## src/rtl/neokeon_encrypt_ctrl_if.sv

```systemverilog
// Bundle between the NOEKEON encryption sequencer, its requester and the
// external combinational full-round function.
interface neokeon_encrypt_ctrl_if;
   logic         start;
   logic [127:0] data_key;
   logic [127:0] data_state;
   logic [127:0] rf_key;
   logic [127:0] rf_state;
   logic [31:0]  rf_const1;
   logic [31:0]  rf_const2;
   logic [127:0] rf_next_state;
   logic         busy;
   logic         valid;
   logic [127:0] data_out;

   // requester + round-function side
   modport master (
      output start, data_key, data_state, rf_next_state,
      input  rf_key, rf_state, rf_const1, rf_const2, busy, valid, data_out
   );

   // sequencer side
   modport slave (
      input  start, data_key, data_state, rf_next_state,
      output rf_key, rf_state, rf_const1, rf_const2, busy, valid, data_out
   );
endinterface

```

## src/rtl/neokeon_encrypt_ctrl.sv

```systemverilog
// Iterative NOEKEON-128 direct-key encryption sequencer. Feeds an external
// combinational round function one round per clock, then applies the output
// transform (final constant XOR followed by Theta) and pulses valid.
module neokeon_encrypt_ctrl #(
   parameter int         ROUNDS  = 16,
   parameter logic [7:0] RC_INIT = 8'h80
) (
   input  logic                  clk,
   input  logic                  rst,
   neokeon_encrypt_ctrl_if.slave bus
);
   localparam int            CW   = $clog2(ROUNDS + 1);
   localparam logic [CW-1:0] LAST = CW'(ROUNDS - 1);

   typedef enum logic [1:0] {IDLE, ROUND, FINAL} fsm_t;

   fsm_t         fsm, fsm_nxt;
   logic [127:0] st, key, result;
   logic [7:0]   rc;
   logic [CW-1:0] cnt;
   logic         valid_q;
   logic         busy_d;

   // t ^ rotl8(t) ^ rotr8(t)
   function automatic logic [31:0] mix(input logic [31:0] t);
      return t ^ {t[23:0], t[31:24]} ^ {t[7:0], t[31:8]};
   endfunction

   function automatic logic [127:0] theta(input logic [127:0] k, input logic [127:0] a);
      logic [31:0] a0, a1, a2, a3, t;
      a0 = a[127:96]; a1 = a[95:64]; a2 = a[63:32]; a3 = a[31:0];
      t  = mix(a0 ^ a2);
      a1 = a1 ^ t;
      a3 = a3 ^ t;
      a0 = a0 ^ k[127:96];
      a1 = a1 ^ k[95:64];
      a2 = a2 ^ k[63:32];
      a3 = a3 ^ k[31:0];
      t  = mix(a1 ^ a3);
      a0 = a0 ^ t;
      a2 = a2 ^ t;
      return {a0, a1, a2, a3};
   endfunction

   // state register
   always_ff @(posedge clk or posedge rst) begin
      if (rst) fsm <= IDLE;
      else     fsm <= fsm_nxt;
   end

   // next-state logic: ROUNDS round cycles, then one output-transform cycle
   always_comb begin
      fsm_nxt = fsm;
      case (fsm)
         IDLE:    if (bus.start) fsm_nxt = ROUND;
         ROUND:   if (cnt == LAST) fsm_nxt = FINAL;
         FINAL:   fsm_nxt = IDLE;
         default: fsm_nxt = IDLE;
      endcase
   end

   // output decode straight from the state
   always_comb begin
      busy_d = 1'b0;
      case (fsm)
         ROUND, FINAL: busy_d = 1'b1;
         default:      busy_d = 1'b0;
      endcase
   end

   // datapath: latch inputs on start, take the round result, compute ciphertext
   always_ff @(posedge clk or posedge rst) begin
      if (rst) begin
         st     <= '0;
         key    <= '0;
         rc     <= '0;
         cnt    <= '0;
         result <= '0;
      end else begin
         case (fsm)
            IDLE: if (bus.start) begin
               st  <= bus.data_state;
               key <= bus.data_key;
               rc  <= RC_INIT;
               cnt <= '0;
            end
            ROUND: begin
               st  <= bus.rf_next_state;
               rc  <= {rc[6:0], 1'b0} ^ (rc[7] ? 8'h1B : 8'h00);
               cnt <= cnt + 1'b1;
            end
            FINAL:   result <= theta(key, st ^ {24'h0, rc, 96'h0});
            default: ;
         endcase
      end
   end

   // one-cycle completion pulse, aligned with the new result
   always_ff @(posedge clk or posedge rst) begin
      if (rst) valid_q <= 1'b0;
      else     valid_q <= (fsm == FINAL);
   end

   assign bus.rf_key    = key;
   assign bus.rf_state  = st;
   assign bus.rf_const1 = {24'h0, rc};
   assign bus.rf_const2 = 32'h0;
   assign bus.busy      = busy_d;
   assign bus.valid     = valid_q;
   assign bus.data_out  = result;
endmodule

```

## src/flat_wrapper.sv

```systemverilog
// flat-port wrapper written by rule: the top's interface ports become plain ports
module neokeon_encrypt_ctrl_flat 
#(
   parameter int         ROUNDS  = 16,
   parameter logic [7:0] RC_INIT = 8'h80
)
  (clk, rst, bus_start, bus_data_key, bus_data_state, bus_rf_next_state, bus_rf_key, bus_rf_state, bus_rf_const1, bus_rf_const2, bus_busy, bus_valid, bus_data_out);
  neokeon_encrypt_ctrl_if bus_i ();
  input  logic clk;
  input  logic rst;
  input wire logic [$bits(bus_i.start)-1:0] bus_start;
  input wire logic [$bits(bus_i.data_key)-1:0] bus_data_key;
  input wire logic [$bits(bus_i.data_state)-1:0] bus_data_state;
  input wire logic [$bits(bus_i.rf_next_state)-1:0] bus_rf_next_state;
  output wire logic [$bits(bus_i.rf_key)-1:0] bus_rf_key;
  output wire logic [$bits(bus_i.rf_state)-1:0] bus_rf_state;
  output wire logic [$bits(bus_i.rf_const1)-1:0] bus_rf_const1;
  output wire logic [$bits(bus_i.rf_const2)-1:0] bus_rf_const2;
  output wire logic [$bits(bus_i.busy)-1:0] bus_busy;
  output wire logic [$bits(bus_i.valid)-1:0] bus_valid;
  output wire logic [$bits(bus_i.data_out)-1:0] bus_data_out;
  assign bus_i.start = bus_start;
  assign bus_i.data_key = bus_data_key;
  assign bus_i.data_state = bus_data_state;
  assign bus_i.rf_next_state = bus_rf_next_state;
  assign bus_rf_key = bus_i.rf_key;
  assign bus_rf_state = bus_i.rf_state;
  assign bus_rf_const1 = bus_i.rf_const1;
  assign bus_rf_const2 = bus_i.rf_const2;
  assign bus_busy = bus_i.busy;
  assign bus_valid = bus_i.valid;
  assign bus_data_out = bus_i.data_out;
  neokeon_encrypt_ctrl #(.ROUNDS(ROUNDS), .RC_INIT(RC_INIT)) u_core (.clk(clk), .rst(rst), .bus(bus_i));
endmodule
```

## config.mk

```make
export PLATFORM = sky130hd
export DESIGN_NAME = neokeon_encrypt_ctrl_flat
export DESIGN_NICKNAME = d
export VERILOG_FILES = /design/src/rtl/neokeon_encrypt_ctrl_if.sv /design/src/rtl/neokeon_encrypt_ctrl.sv /design/src/flat_wrapper.sv
export SDC_FILE = /design/constraint.sdc
export NUM_CORES = 1
export LEC_CHECK = 0
export CORE_AREA = 2 2 327 329
export CTS_CLUSTER_DIAMETER = 200
export DETAILED_ROUTE_END_ITERATION = 8
export DIE_AREA = 0 0 329 331
export HOLD_SLACK_MARGIN = 0.1
export PLACE_DENSITY = 0.5
export SYNTH_ARGS = -nofsm -noshare
export SYNTH_HDL_FRONTEND = slang
export SYNTH_SLANG_ARGS = --single-unit
```

## constraint.sdc

```tcl
create_clock -name clk -period 13.6 [get_ports clk]
set_input_delay 2.72 -clock clk [delete_from_list [all_inputs] [get_ports clk]]
set_output_delay 2.72 -clock clk [all_outputs]
set_load 0.1 [all_outputs]
```

## Word level (Yosys, flattened, before mapping)

Index checks and enable logic that the tools add are counted.

| cells by class | value |
|---|---|
| add/subtract/negate cells | 1 |
| eq/ne operators | 5 |
| mux-type cells | 11 |
| bitwise operators | 16 |
| reduce and logical (&&, ||, !) cells | 6 |

Operators by type and width:

| cell | number |
|---|---|
| XOR 32 bit | 14 |
| one-hot mux 128 bit (2 select lines) | 1 |
| 2-to-1 mux 128 bit | 1 |
| XOR 128 x 104 -> 128 bit | 1 |
| one-hot mux 8 bit (2 select lines) | 1 |
| 2-to-1 mux 5 bit | 2 |
| one-hot mux 5 bit (2 select lines) | 1 |
| 2-to-1 mux 8 bit | 1 |
| XOR 8 bit | 1 |
| AND reduction 2 bit | 3 |
| adder 5 x 1 -> 5 bit (second input constant) | 1 |
| equality test 5 x 4 -> 1 bit (second input constant) | 1 |
| 2-to-1 mux 2 bit | 2 |
| one-hot mux 2 bit (2 select lines) | 1 |
| equality test 2 x 1 -> 1 bit (second input constant) | 1 |
| equality test 2 bit (second input constant) | 1 |
| zero test 2 bit | 1 |
| inequality test 2 x 1 -> 1 bit (second input constant) | 1 |
| inequality test 2 bit (second input constant) | 1 |
| nonzero test 2 bit | 1 |
| OR reduction 2 bit | 1 |
| 2-to-1 mux 1 bit | 1 |

| word-level totals | value |
|---|---|
| register bits after elaboration | 400 |
| input bits | 387 |

## Depth between registers and ports, before layout

Gate-level depths: netlist of run 1.

| logic depth | value |
|---|---|
| depth in word-level cells | 10 |
| gate-level depth with buffers | 10 |
| mapped depth without buffers | 6 |

## Worst setup path before layout of run 1

No wires, ideal clock.

| path | value |
|---|---|
| path kind | input to register |
| start | in bus_start |
| end | reg u_core.rc[0] |
| setup time | 0.077 ns |
| arrival | 3.972 ns |
| required time | 13.523 ns |
| setup slack | 9.551 ns |
| stages on the path | 8 |
| buffers on the path | 4 |
| cell sequence | nand2b_1 clkbuf_1 o21ai_1 buf_2 buf_2 buf_2 nand2_1 o21ai_1 |

| on the way | value |
|---|---|
| word-level cells in the longest chain between the ends | 2 |

RTL lines:

| item | line | source |
|---|---|---|
| from (decl) | flat_wrapper.sv:11 | `input wire logic [$bits(bus_i.start)-1:0] bus_start;` |
| inequality test 2 bit (no line) | -- |  |
| AND reduction 2 bit (no line) | -- |  |
| to (signal assigned) | neokeon_encrypt_ctrl.sv:89 | `rc <= {rc[6:0], 1'b0} ^ (rc[7] ? 8'h1B : 8'h00);` |
| to (decl) | neokeon_encrypt_ctrl.sv:19 | `logic [7:0] rc;` |

Every way passes these cells.
A chain may end at the register's enable or synchronous reset.

## Worst setup path after layout of run 1

| path | value |
|---|---|
| start | reg u_core.fsm[0] |
| end | out bus_busy |

| on the way | value |
|---|---|
| word-level cells in the longest chain between the ends | 3 |
| elaborated cells on any way between the ends | 4 |
| those cells by class | eq/ne: 2; mux: 1; reduce/logical: 1 |

RTL lines:

| item | line | source |
|---|---|---|
| from (decl) | neokeon_encrypt_ctrl.sv:17 | `fsm_t fsm, fsm_nxt;` |
| from (signal assigned) | neokeon_encrypt_ctrl.sv:48 | `else fsm <= fsm_nxt;` |
| equality test 2 x 1 -> 1 bit / equality test 2 bit (equally long branches) | neokeon_encrypt_ctrl.sv:65 | `case (fsm)` |
| OR reduction 2 bit * | neokeon_encrypt_ctrl.sv:65 |  |
| 2-to-1 mux 1 bit * | neokeon_encrypt_ctrl.sv:65 |  |
| to (decl) | flat_wrapper.sv:19 | `output wire logic [$bits(bus_i.busy)-1:0] bus_busy;` |

Every way passes the cells marked *; elsewhere a longest branch is shown, timed or not.

==> run_summary.xml, run 1 <==
<?xml version="1.0" encoding="UTF-8"?>
<metrics>
  <group name="drt">
    <metric name="viasPerCell" unit="">4.02</metric>
    <metric name="number_of_routed_nets_with_antenna_violations" unit="">0</metric>
    <metric name="vias" unit="">15900</metric>
    <metric name="drcViolationCount" unit="">0</metric>
    <metric name="total_wire_length_after_detailed_routing" unit="mm">97.1</metric>
    <metric name="post_drt_wl_per_cell" unit="microns">24.5</metric>
    <metric name="drt_first_pass_iters" unit="">4</metric>
    <metric name="initialDrtViolationCount" unit="">540</metric>
  </group>
  <group name="sta">
    <metric name="setup_repair_after_global_routing_missed_its_margin" unit="">no</metric>
    <metric name="timing.final.ws_setup" unit="ns">8.29</metric>
    <metric name="min_period" unit="ns">5.31</metric>
    <metric name="maxClockFrequency" unit="GHz">0.188</metric>
    <metric name="finalHoldWorstSlack" unit="ns">0.487</metric>
    <metric name="timing_max_transition_violations_final" unit="">0</metric>
    <metric name="fin_setup_tns" unit="ns">0</metric>
    <metric name="report.final.hold_viol_count" unit="">0</metric>
    <metric name="report.final.setup_viol" unit="">0</metric>
    <metric name="worst_clock_skew" unit="ns">0.0166</metric>
    <metric name="tightest_slew" unit="ns">1.24</metric>
    <metric name="slew_headroom" unit="">0.173</metric>
    <metric name="finalCritPeriodShare" unit="">0.391</metric>
  </group>
  <group name="worst_setup_path">
    <metric name="crit-reg2reg-capture" unit="">u_core.bus.rf_state[15]</metric>
    <metric name="critical_path.cell_chain" unit="">inv_1 -&gt; ha_1 -&gt; clkdlybuf4s50_1</metric>
    <metric name="timing.critical_path.depth" unit="">3</metric>
    <metric name="worst-r2r-setup-slack" unit="ns">10.61</metric>
    <metric name="cp_max_fo" unit="">3</metric>
    <metric name="timing.critical_path.slowest_stage_cell" unit="">clkdlybuf4s50_1</metric>
    <metric name="crit_start" unit="">u_core.fsm[0]</metric>
    <metric name="critPathBufInv" unit="">2</metric>
    <metric name="worst_path_dominant_cell_family" unit="">buffers and inverters</metric>
    <metric name="crit_arrival" unit="ns">2.59</metric>
    <metric name="cp.required" unit="ns">10.88</metric>
    <metric name="worst_setup_path_start_kind" unit="">register</metric>
    <metric name="cp-end-kind" unit="">output pin</metric>
    <metric name="timing_worst_setup_path_type" unit="">register to output pin</metric>
    <metric name="worstSetupEndpoint" unit="">bus_busy</metric>
    <metric name="worst-r2r-cell-count" unit="">5</metric>
    <metric name="critical-path-max-stage-delay" unit="ns">1.14</metric>
    <metric name="reg2reg_from" unit="">u_core.fsm[1]</metric>
  </group>
  <group name="die">
    <metric name="initial_cell_density_of_the_core" unit="">0.214</metric>
    <metric name="design.core.area" unit="sq mm">0.105</metric>
    <metric name="die_height" unit="microns">331</metric>
    <metric name="die_w" unit="microns">329</metric>
    <metric name="die_area" unit="sq mm">0.109</metric>
    <metric name="rows" unit="">119</metric>
    <metric name="floorplan.io_pins" unit="">837</metric>
  </group>
  <group name="final_layout">
    <metric name="area.growth.synth_to_final" unit="%">49.4</metric>
    <metric name="mostFrequentLayoutCells" unit="">clkdlybuf4s50_1 (767), dfrtp_1 (400), xnor2_1 (201)</metric>
    <metric name="fin_util" unit="">0.320</metric>
    <metric name="layout.filler_cells" unit="">10600</metric>
    <metric name="mostFrequentLayoutCell" unit="">clkdlybuf4s50_1</metric>
    <metric name="layout-drive-gt1-share" unit="">0.131</metric>
    <metric name="nNetsFinal" unit="">2915</metric>
  </group>
  <group name="clock_network">
    <metric name="clk_pin_slew" unit="ns">0.06</metric>
    <metric name="cts_htree_levels" unit="">2</metric>
    <metric name="clock_insertion_delay_at_the_later_pin_of_the_skew_report" unit="ns">0.64</metric>
    <metric name="cts_max_path_buffers" unit="">3</metric>
    <metric name="cts-buffers-inserted" unit="">54</metric>
    <metric name="ctsResizeCount" unit="">0</metric>
    <metric name="cts.sinks" unit="">400</metric>
    <metric name="holdBufCountCts" unit="">0</metric>
    <metric name="cts-root-buf" unit="">clkbuf_16</metric>
    <metric name="clock_tree_from_tritoncts" unit="">done</metric>
    <metric name="post-cts-setup-buffer-count" unit="">0</metric>
  </group>
  <group name="placed_design">
    <metric name="pre_cts_slack" unit="ns">8.52</metric>
    <metric name="hpwlAfterDp" unit="mm">78.8</metric>
    <metric name="finalWeightedCongestion" unit="">0.805</metric>
    <metric name="portBuffers" unit="">780</metric>
  </group>
  <group name="yosys">
    <metric name="yosys.cell_types.count" unit="">28</metric>
    <metric name="synth_sequential_area_ratio" unit="">0.446</metric>
    <metric name="synth_edf_count" unit="">0</metric>
    <metric name="mappedNetlistArea" unit="sq mm">0.0225</metric>
    <metric name="ys_dominant_reg_cell" unit="">dfrtp_1</metric>
    <metric name="ys_ff_latch" unit="">400</metric>
    <metric name="synth_top_cells_by_area" unit="">dfrtp_1 (45%), xnor3_1 (16%), mux2_2 (8.5%)</metric>
    <metric name="synth_area_leader_cell" unit="">dfrtp_1</metric>
    <metric name="synthesis.yosys.warnings" unit="">0</metric>
    <metric name="synth-async-reset-ratio" unit="">1.00</metric>
    <metric name="yosys.area.top_type_share" unit="">0.446</metric>
    <metric name="syn_inst" unit="">1733</metric>
    <metric name="synth.avg_cell_area" unit="sq um">13.0</metric>
  </group>
  <group name="job">
    <metric name="cap_violations" unit="">0</metric>
  </group>
  <group name="status">
    <metric name="run_status" unit="">completed</metric>
  </group>
  <group name="grt">
    <metric name="track_usage" unit="">0.173</metric>
    <metric name="first_pass_grt_wire_length" unit="mm">131</metric>
    <metric name="grt_pass1_vias" unit="">17000</metric>
    <metric name="largest_net_degree_at_the_start_of_global_routing" unit="">156</metric>
    <metric name="grt.overflow.total" unit="">0</metric>
    <metric name="antenna_violations_before_repair" unit="">7</metric>
  </group>
  <group name="min_path">
    <metric name="worst_hold_path.num_cells" unit="">2</metric>
    <metric name="min-delay-path-class" unit="">register to register</metric>
    <metric name="holdCritStartpoint" unit="">u_core.cnt[4]</metric>
  </group>
</metrics>
worst min-delay path, cell delays in order (launching register included):
cell and delay (ns):
dfrtp_1 0.34, nand2_1 0.05, o21ai_1 0.06
cells in the mapped netlist, drive strengths merged (17+ instances only):
library cell and n:
buf 78, dfrtp 400, nor2 73, o21ai 136
mux2 170, xnor3 159, xnor2 222, inv 22
clkbuf 60, xor2 21, xor3 17, nand2 137
mux2i 143, a21oi 77
cell type report:
type	instances	area, sq um	share of cell area
well taps	1391	1740	0.0519
clock buffers	79	1590	0.0472
clock inverters	17	153	0.00455
multi-input cells	1228	11900	0.354
flip-flops and latches	400	10000	0.298
diodes	2	5.00	0.000149
repair buffers	817	8090	0.241
inverters	22	86.3	0.00257
sequential cells by signal (all words and copies together), names as in the netlist:
name,flops
u_core.bus.rf_state,128
u_core.fsm,2
u_core.cnt,5
u_core.rc,8
u_core.bus.data_out,128
u_core.bus.rf_key,128
u_core.bus.valid,1
worst min-delay path by stage:
stage	endpoint
2_1_floorplan	u_core.cnt[4]
3_3_place_gp	u_core.cnt[4]
3_5_place_dp	u_core.cnt[4]
4_1_cts	u_core.cnt[4]
5_1_grt	u_core.bus.data_out[9]
6_report	u_core.cnt[4]
stage by stage:
step / cells / instance area [sq um]
after floorplan: 1788 / 22700
after global placement: 3858 / 31800
after detailed placement: 3858 / 31800
after CTS: 3954 / 33500
after global routing: 3956 / 33600
final: 3956 / 33600
kinds of logic after synthesis:
group,Yosys count,share of synthesized area
AOI/OAI and AO/OA,219,0.0498
xor gates and xnor gates,419,0.278
buffers and inverters,160,0.0371
muxes,313,0.149
DFF,400,0.446
other,1,0.000167
adders and majority gates,5,0.00279
and+or+nand+nor,216,0.0367
per-layer routing:
layer  up-vias  track usage  wire length (microns)
li1       7429            -                      -
met4         0       0.0482                   2320
met2       515        0.304                  48800
met1      7882        0.210                  39900
met5         -            0                      0
met3        88       0.0417                   6070
Power of run 1 is left out: the tool's default activity adds up to more than one toggle a clock period on the data nets, which glitch-free logic cannot reach.
==> run 2, diff against run 1 <==
--- a/config.mk
+++ b/config.mk
@@ -5,10 +5,10 @@
 export SDC_FILE = /design/constraint.sdc
 export NUM_CORES = 1
 export LEC_CHECK = 0
-export CORE_AREA = 2 2 327 329
+export CORE_AREA = 2 2 322 324
 export CTS_CLUSTER_DIAMETER = 200
 export DETAILED_ROUTE_END_ITERATION = 8
-export DIE_AREA = 0 0 329 331
+export DIE_AREA = 0 0 324 326
 export HOLD_SLACK_MARGIN = 0.1
 export PLACE_DENSITY = 0.5
 export SYNTH_ARGS = -nofsm -noshare
==> constraint.sdc (replaced) <==
create_clock -name clk -period 5.1 [get_ports clk]
set_input_delay 1.02 -clock clk [delete_from_list [all_inputs] [get_ports clk]]
set_output_delay 1.02 -clock clk [all_outputs]
set_load 0.1 [all_outputs]
==> run_summary.xml, run 2 (synthesis gave the netlist of run 1 again) <==
<?xml version="1.0" encoding="UTF-8"?>
<metrics>
  <group name="final_layout">
    <metric name="mostFrequentLayoutCells" unit="">clkdlybuf4s50_1 (771), dfrtp_1 (400), xnor2_1 (200)</metric>
    <metric name="layout.filler_cells" unit="">10300</metric>
    <metric name="fin_util" unit="">0.328</metric>
    <metric name="nNetsFinal" unit="">2916</metric>
    <metric name="area.growth.synth_to_final" unit="%">50.0</metric>
    <metric name="mostFrequentLayoutCell" unit="">clkdlybuf4s50_1</metric>
    <metric name="design_area" unit="sq mm">0.0337</metric>
    <metric name="layout-drive-gt1-share" unit="">0.128</metric>
  </group>
  <group name="drt">
    <metric name="drcViolationCount" unit="">0</metric>
    <metric name="total_wire_length_after_detailed_routing" unit="mm">95.5</metric>
    <metric name="post_drt_wl_per_cell" unit="microns">24.2</metric>
    <metric name="viasPerCell" unit="">4.02</metric>
    <metric name="drt_first_pass_iters" unit="">5</metric>
    <metric name="vias" unit="">15900</metric>
    <metric name="initialDrtViolationCount" unit="">586</metric>
    <metric name="number_of_routed_nets_with_antenna_violations" unit="">0</metric>
  </group>
  <group name="worst_setup_path">
    <metric name="cp.required" unit="ns">4.08</metric>
    <metric name="critPathBufInv" unit="">2</metric>
    <metric name="crit_start" unit="">u_core.fsm[0]</metric>
    <metric name="timing.critical_path.slowest_stage_cell" unit="">clkdlybuf4s50_1</metric>
    <metric name="critical_path.cell_chain" unit="">inv_1 -&gt; ha_1 -&gt; clkdlybuf4s50_1</metric>
    <metric name="timing_worst_setup_path_type" unit="">register to output pin</metric>
    <metric name="reg2reg_from" unit="">u_core.bus.rf_state[52]</metric>
    <metric name="critical-path-max-stage-delay" unit="ns">1.14</metric>
    <metric name="crit_arrival" unit="ns">2.60</metric>
    <metric name="worst_setup_path_start_kind" unit="">register</metric>
    <metric name="worst_path_dominant_cell_family" unit="">buffers and inverters</metric>
    <metric name="cp-end-kind" unit="">output pin</metric>
    <metric name="cp_max_fo" unit="">3</metric>
  </group>
  <group name="min_path">
    <metric name="min-delay-path-class" unit="">register to register</metric>
    <metric name="holdCritStartpoint" unit="">u_core.bus.data_out[29]</metric>
  </group>
  <group name="sta">
    <metric name="timing_max_transition_violations_final" unit="">0</metric>
    <metric name="maxClockFrequency" unit="GHz">0.276</metric>
    <metric name="setup_repair_after_global_routing_missed_its_margin" unit="">no</metric>
    <metric name="worst_clock_skew" unit="ns">0.0215</metric>
    <metric name="report.final.setup_viol" unit="">0</metric>
    <metric name="slew_headroom" unit="">0.197</metric>
    <metric name="report.final.hold_viol_count" unit="">0</metric>
    <metric name="tightest_slew" unit="ns">1.20</metric>
    <metric name="min_period" unit="ns">3.62</metric>
    <metric name="finalCritPeriodShare" unit="">0.710</metric>
  </group>
  <group name="clock_network">
    <metric name="cts_max_path_buffers" unit="">3</metric>
    <metric name="cts-root-buf" unit="">clkbuf_16</metric>
    <metric name="cts_htree_levels" unit="">2</metric>
    <metric name="holdBufCountCts" unit="">0</metric>
    <metric name="clk_pin_slew" unit="ns">0.06</metric>
    <metric name="clock_tree_from_tritoncts" unit="">done</metric>
    <metric name="post-cts-setup-buffer-count" unit="">0</metric>
    <metric name="cts.sinks" unit="">400</metric>
    <metric name="cts-buffers-inserted" unit="">53</metric>
    <metric name="clock_insertion_delay_at_the_later_pin_of_the_skew_report" unit="ns">0.62</metric>
    <metric name="ctsResizeCount" unit="">0</metric>
  </group>
  <group name="die">
    <metric name="rows" unit="">118</metric>
    <metric name="die_w" unit="microns">324</metric>
    <metric name="die_height" unit="microns">326</metric>
    <metric name="floorplan.io_pins" unit="">837</metric>
    <metric name="die_area" unit="sq mm">0.106</metric>
    <metric name="initial_cell_density_of_the_core" unit="">0.219</metric>
    <metric name="design.core.area" unit="sq mm">0.103</metric>
  </group>
  <group name="grt">
    <metric name="antenna_violations_before_repair" unit="">7</metric>
    <metric name="grt.overflow.total" unit="">0</metric>
    <metric name="track_usage" unit="">0.177</metric>
    <metric name="first_pass_grt_wire_length" unit="mm">131</metric>
    <metric name="largest_net_degree_at_the_start_of_global_routing" unit="">143</metric>
    <metric name="grt_pass1_vias" unit="">17100</metric>
  </group>
  <group name="placed_design">
    <metric name="finalWeightedCongestion" unit="">0.838</metric>
    <metric name="portBuffers" unit="">780</metric>
    <metric name="total_cell_area_at_the_placement_stage" unit="sq mm">0.0319</metric>
    <metric name="hpwlAfterDp" unit="mm">78.2</metric>
  </group>
  <group name="status">
    <metric name="run_status" unit="">completed</metric>
  </group>
  <group name="job">
    <metric name="cap_violations" unit="">0</metric>
  </group>
</metrics>
-- run 2: cell count changes in the layout (fill, tap and decap cells not counted), moves of 2 or more --
cell	previous run	this run
buf_12	3	11
bufinv_16	1	7
inv_6	2	0
buf_4	47	37
clkdlybuf4s50_1	767	771
diode_2	2	4
clkbuf_8	14	8
clkinv_4	5	1
-- run 2: worst paths after layout --
kind	slack, ns	to	cells after the start
max reg2reg	2.53	u_core.bus.data_out[92]	4
min in group asynchronous	0.76	u_core.bus.rf_state[68]	2
max in group asynchronous	3.21	u_core.bus.data_out[46]	3
max	1.48	bus_busy	3
min reg2reg	0.50	u_core.bus.data_out[29]	1
min	0.50	u_core.bus.data_out[29]	1
-- run 2: layer usage --
layer | vias to the layer above | share of wire | global-route usage
met1 | 7827 | 0.40 | 0.210
met2 | 521 | 0.51 | 0.315
met4 | 2 | 0.022 | 0.0459
met5 | - | 0.00014 | 0
met3 | 92 | 0.066 | 0.0448
li1 | 7408 | - | -
-- run 2: area by class of cell --
type / count / area [sq um] / area share
multi-input cells: 1228 / 11900 / 0.353
flip-flops and latches: 400 / 10000 / 0.297
repair buffers: 819 / 8220 / 0.244
well taps: 1380 / 1730 / 0.0513
clock buffers: 72 / 1480 / 0.0439
clock inverters: 17 / 269 / 0.00799
inverters: 22 / 86.3 / 0.00256
diodes: 4 / 10.0 / 0.000297
-- run 2: per-stage QoR --
| stage | setup slack, ns | TNS, ns | instances | hold WS (ns) |
|---|---|---|---|---|
| after floorplan | -1.31 | -522.31 | 1788 | 0.456 |
| after global placement | 1.99 | 0 | 3849 | 0.472 |
| after CTS | 1.41 | 0 | 3938 | 0.506 |
| after detailed placement | 1.94 | 0 | 3849 | 0.496 |
| final | 1.48 | 0 | 3942 | 0.504 |
| after global routing | 1.40 | 0 | 3940 | 0.522 |
Power of run 2 is left out for the same reason.
==> run 3, diff against run 2 <==
==> constraint.sdc (replaced) <==
create_clock -name clk -period 3.7 [get_ports clk]
set_input_delay 0.74 -clock clk [delete_from_list [all_inputs] [get_ports clk]]
set_output_delay 0.74 -clock clk [all_outputs]
set_load 0.1 [all_outputs]
==> run_summary.xml, run 3 (synthesis gave the netlist of run 1 again) <==
<?xml version="1.0" encoding="UTF-8"?>
<metrics>
  <group name="grt">
    <metric name="first_pass_grt_wire_length" unit="mm">132</metric>
    <metric name="grt_pass1_vias" unit="">17300</metric>
    <metric name="largest_net_degree_at_the_start_of_global_routing" unit="">99</metric>
    <metric name="track_usage" unit="">0.178</metric>
    <metric name="antenna_violations_before_repair" unit="">6</metric>
    <metric name="grt.overflow.total" unit="">0</metric>
  </group>
  <group name="clock_network">
    <metric name="ctsResizeCount" unit="">0</metric>
    <metric name="cts.sinks" unit="">400</metric>
    <metric name="post-cts-setup-buffer-count" unit="">0</metric>
    <metric name="cts_max_path_buffers" unit="">3</metric>
    <metric name="cts_htree_levels" unit="">2</metric>
    <metric name="clk_pin_slew" unit="ns">0.05</metric>
    <metric name="clock_tree_from_tritoncts" unit="">done</metric>
    <metric name="cts-buffers-inserted" unit="">53</metric>
    <metric name="clock_insertion_delay_at_the_later_pin_of_the_skew_report" unit="ns">0.63</metric>
    <metric name="cts-root-buf" unit="">clkbuf_16</metric>
    <metric name="holdBufCountCts" unit="">0</metric>
  </group>
  <group name="sta">
    <metric name="slew_headroom" unit="">0.250</metric>
    <metric name="maxClockFrequency" unit="GHz">0.323</metric>
    <metric name="timing_max_transition_violations_final" unit="">0</metric>
    <metric name="setup_repair_after_global_routing_missed_its_margin" unit="">no</metric>
    <metric name="tightest_slew" unit="ns">1.12</metric>
    <metric name="worst_clock_skew" unit="ns">0.0199</metric>
    <metric name="min_period" unit="ns">3.09</metric>
    <metric name="report.final.hold_viol_count" unit="">0</metric>
    <metric name="finalCritPeriodShare" unit="">0.836</metric>
    <metric name="report.final.setup_viol" unit="">0</metric>
  </group>
  <group name="worst_setup_path">
    <metric name="cp_max_fo" unit="">4</metric>
    <metric name="crit_arrival" unit="ns">2.35</metric>
    <metric name="cp-end-kind" unit="">output pin</metric>
    <metric name="timing_worst_setup_path_type" unit="">register to output pin</metric>
    <metric name="crit-reg2reg-capture" unit="">u_core.bus.data_out[98]</metric>
    <metric name="worst-r2r-cell-count" unit="">4</metric>
    <metric name="timing.critical_path.slowest_stage_cell" unit="">clkdlybuf4s50_1</metric>
    <metric name="critical_path.cell_chain" unit="">clkdlybuf4s50_1</metric>
    <metric name="worst_setup_path_start_kind" unit="">register</metric>
    <metric name="reg2reg_from" unit="">u_core.bus.rf_key[26]</metric>
    <metric name="critical-path-max-stage-delay" unit="ns">1.20</metric>
    <metric name="critPathBufInv" unit="">1</metric>
    <metric name="worst-r2r-setup-slack" unit="ns">1.28</metric>
    <metric name="worst_path_dominant_cell_family" unit="">buffers and inverters</metric>
    <metric name="cp.required" unit="ns">2.96</metric>
  </group>
  <group name="die">
    <metric name="die_area" unit="sq mm">0.106</metric>
    <metric name="die_w" unit="microns">324</metric>
    <metric name="design.core.area" unit="sq mm">0.103</metric>
    <metric name="initial_cell_density_of_the_core" unit="">0.219</metric>
    <metric name="floorplan.io_pins" unit="">837</metric>
    <metric name="die_height" unit="microns">326</metric>
    <metric name="rows" unit="">118</metric>
  </group>
  <group name="final_layout">
    <metric name="nNetsFinal" unit="">2950</metric>
    <metric name="layout.filler_cells" unit="">10300</metric>
    <metric name="layout-drive-gt1-share" unit="">0.187</metric>
    <metric name="sequential_cell_area" unit="sq mm">0.0100</metric>
    <metric name="area.growth.synth_to_final" unit="%">50.4</metric>
    <metric name="mostFrequentLayoutCells" unit="">clkdlybuf4s50_1 (655), dfrtp_1 (400), xnor2_1 (202)</metric>
    <metric name="mostFrequentLayoutCell" unit="">clkdlybuf4s50_1</metric>
    <metric name="area_of_the_multi_input_gates" unit="sq mm">0.0119</metric>
    <metric name="fin_util" unit="">0.329</metric>
  </group>
  <group name="drt">
    <metric name="post_drt_wl_per_cell" unit="microns">24.3</metric>
    <metric name="initialDrtViolationCount" unit="">579</metric>
    <metric name="vias" unit="">16100</metric>
    <metric name="viasPerCell" unit="">4.04</metric>
    <metric name="drt_first_pass_iters" unit="">5</metric>
    <metric name="number_of_routed_nets_with_antenna_violations" unit="">0</metric>
    <metric name="total_wire_length_after_detailed_routing" unit="mm">96.7</metric>
    <metric name="drcViolationCount" unit="">0</metric>
  </group>
  <group name="min_path">
    <metric name="worst_hold_path.num_cells" unit="">2</metric>
    <metric name="holdCritStartpoint" unit="">u_core.cnt[4]</metric>
    <metric name="min-delay-path-class" unit="">register to register</metric>
    <metric name="holdPathEnd" unit="">u_core.cnt[4]</metric>
  </group>
  <group name="placed_design">
    <metric name="hpwlAfterDp" unit="mm">80.7</metric>
    <metric name="finalWeightedCongestion" unit="">0.853</metric>
    <metric name="portBuffers" unit="">780</metric>
  </group>
  <group name="job">
    <metric name="cap_violations" unit="">0</metric>
  </group>
  <group name="status">
    <metric name="run_status" unit="">completed</metric>
  </group>
</metrics>
==> run 3: cell count changes in the layout (fill, tap and decap cells not counted), moves of 3 or more <==
cell	before	now
clkdlybuf4s50_1	771	655
buf_12	11	19
clkbuf_1	11	8
buf_4	37	179
clkinv_2	7	13
==> run 3: area by class of cell <==
class | instances | share of cell area
Inverter | 22 | 0.00256
Timing Repair Buffer | 853 | 0.245
Multi-Input combinational cell | 1228 | 0.352
Sequential cell | 400 | 0.296
Clock buffer | 72 | 0.0453
Tap cell | 1380 | 0.0511
Antenna cell | 2 | 0.000148
Clock inverter | 24 | 0.00785
==> run 3: worst max-delay path by stage <==
stage / startpoint / end / slack (ns) / depth (start not counted)
finish: u_core.bus.rf_state[63] / bus_rf_state[63] / 0.61 / 1
CTS: u_core.rc[1] / bus_rf_const1[1] / 0.56 / 1
global placement: bus_start / u_core.bus.rf_key[11] / 0.97 / 4
global route: u_core.bus.rf_state[63] / bus_rf_state[63] / 0.55 / 1
detailed placement: bus_start / u_core.bus.rf_key[42] / 0.94 / 4
floorplan: rst / u_core.bus.data_out[0] / -2.43 / 1
==> run 3: per-stage QoR <==
step	instance area (sq um)	cells	setup TNS [ns]	hold slack, ns	setup WS [ns]
6_report	33800	3981	0	0.497	0.608
5_1_grt	33800	3979	0	0.532	0.552
4_1_cts	33800	3979	0	0.500	0.559
3_5_place_dp	32000	3883	0	0.488	0.942
3_3_place_gp	32000	3883	0	0.473	0.974
2_1_floorplan	22700	1788	-970.31	0.456	-2.43
==> run 3: routing by layer <==
metal | share of wire | global-route usage | vias up
met1 | 0.40 | 0.212 | 7961
met4 | 0.021 | 0.0437 | 0
met2 | 0.51 | 0.317 | 519
met3 | 0.070 | 0.0477 | 93
li1 | - | - | 7495
met5 | 0 | 0 | -
Power of run 3 is left out for the same reason.
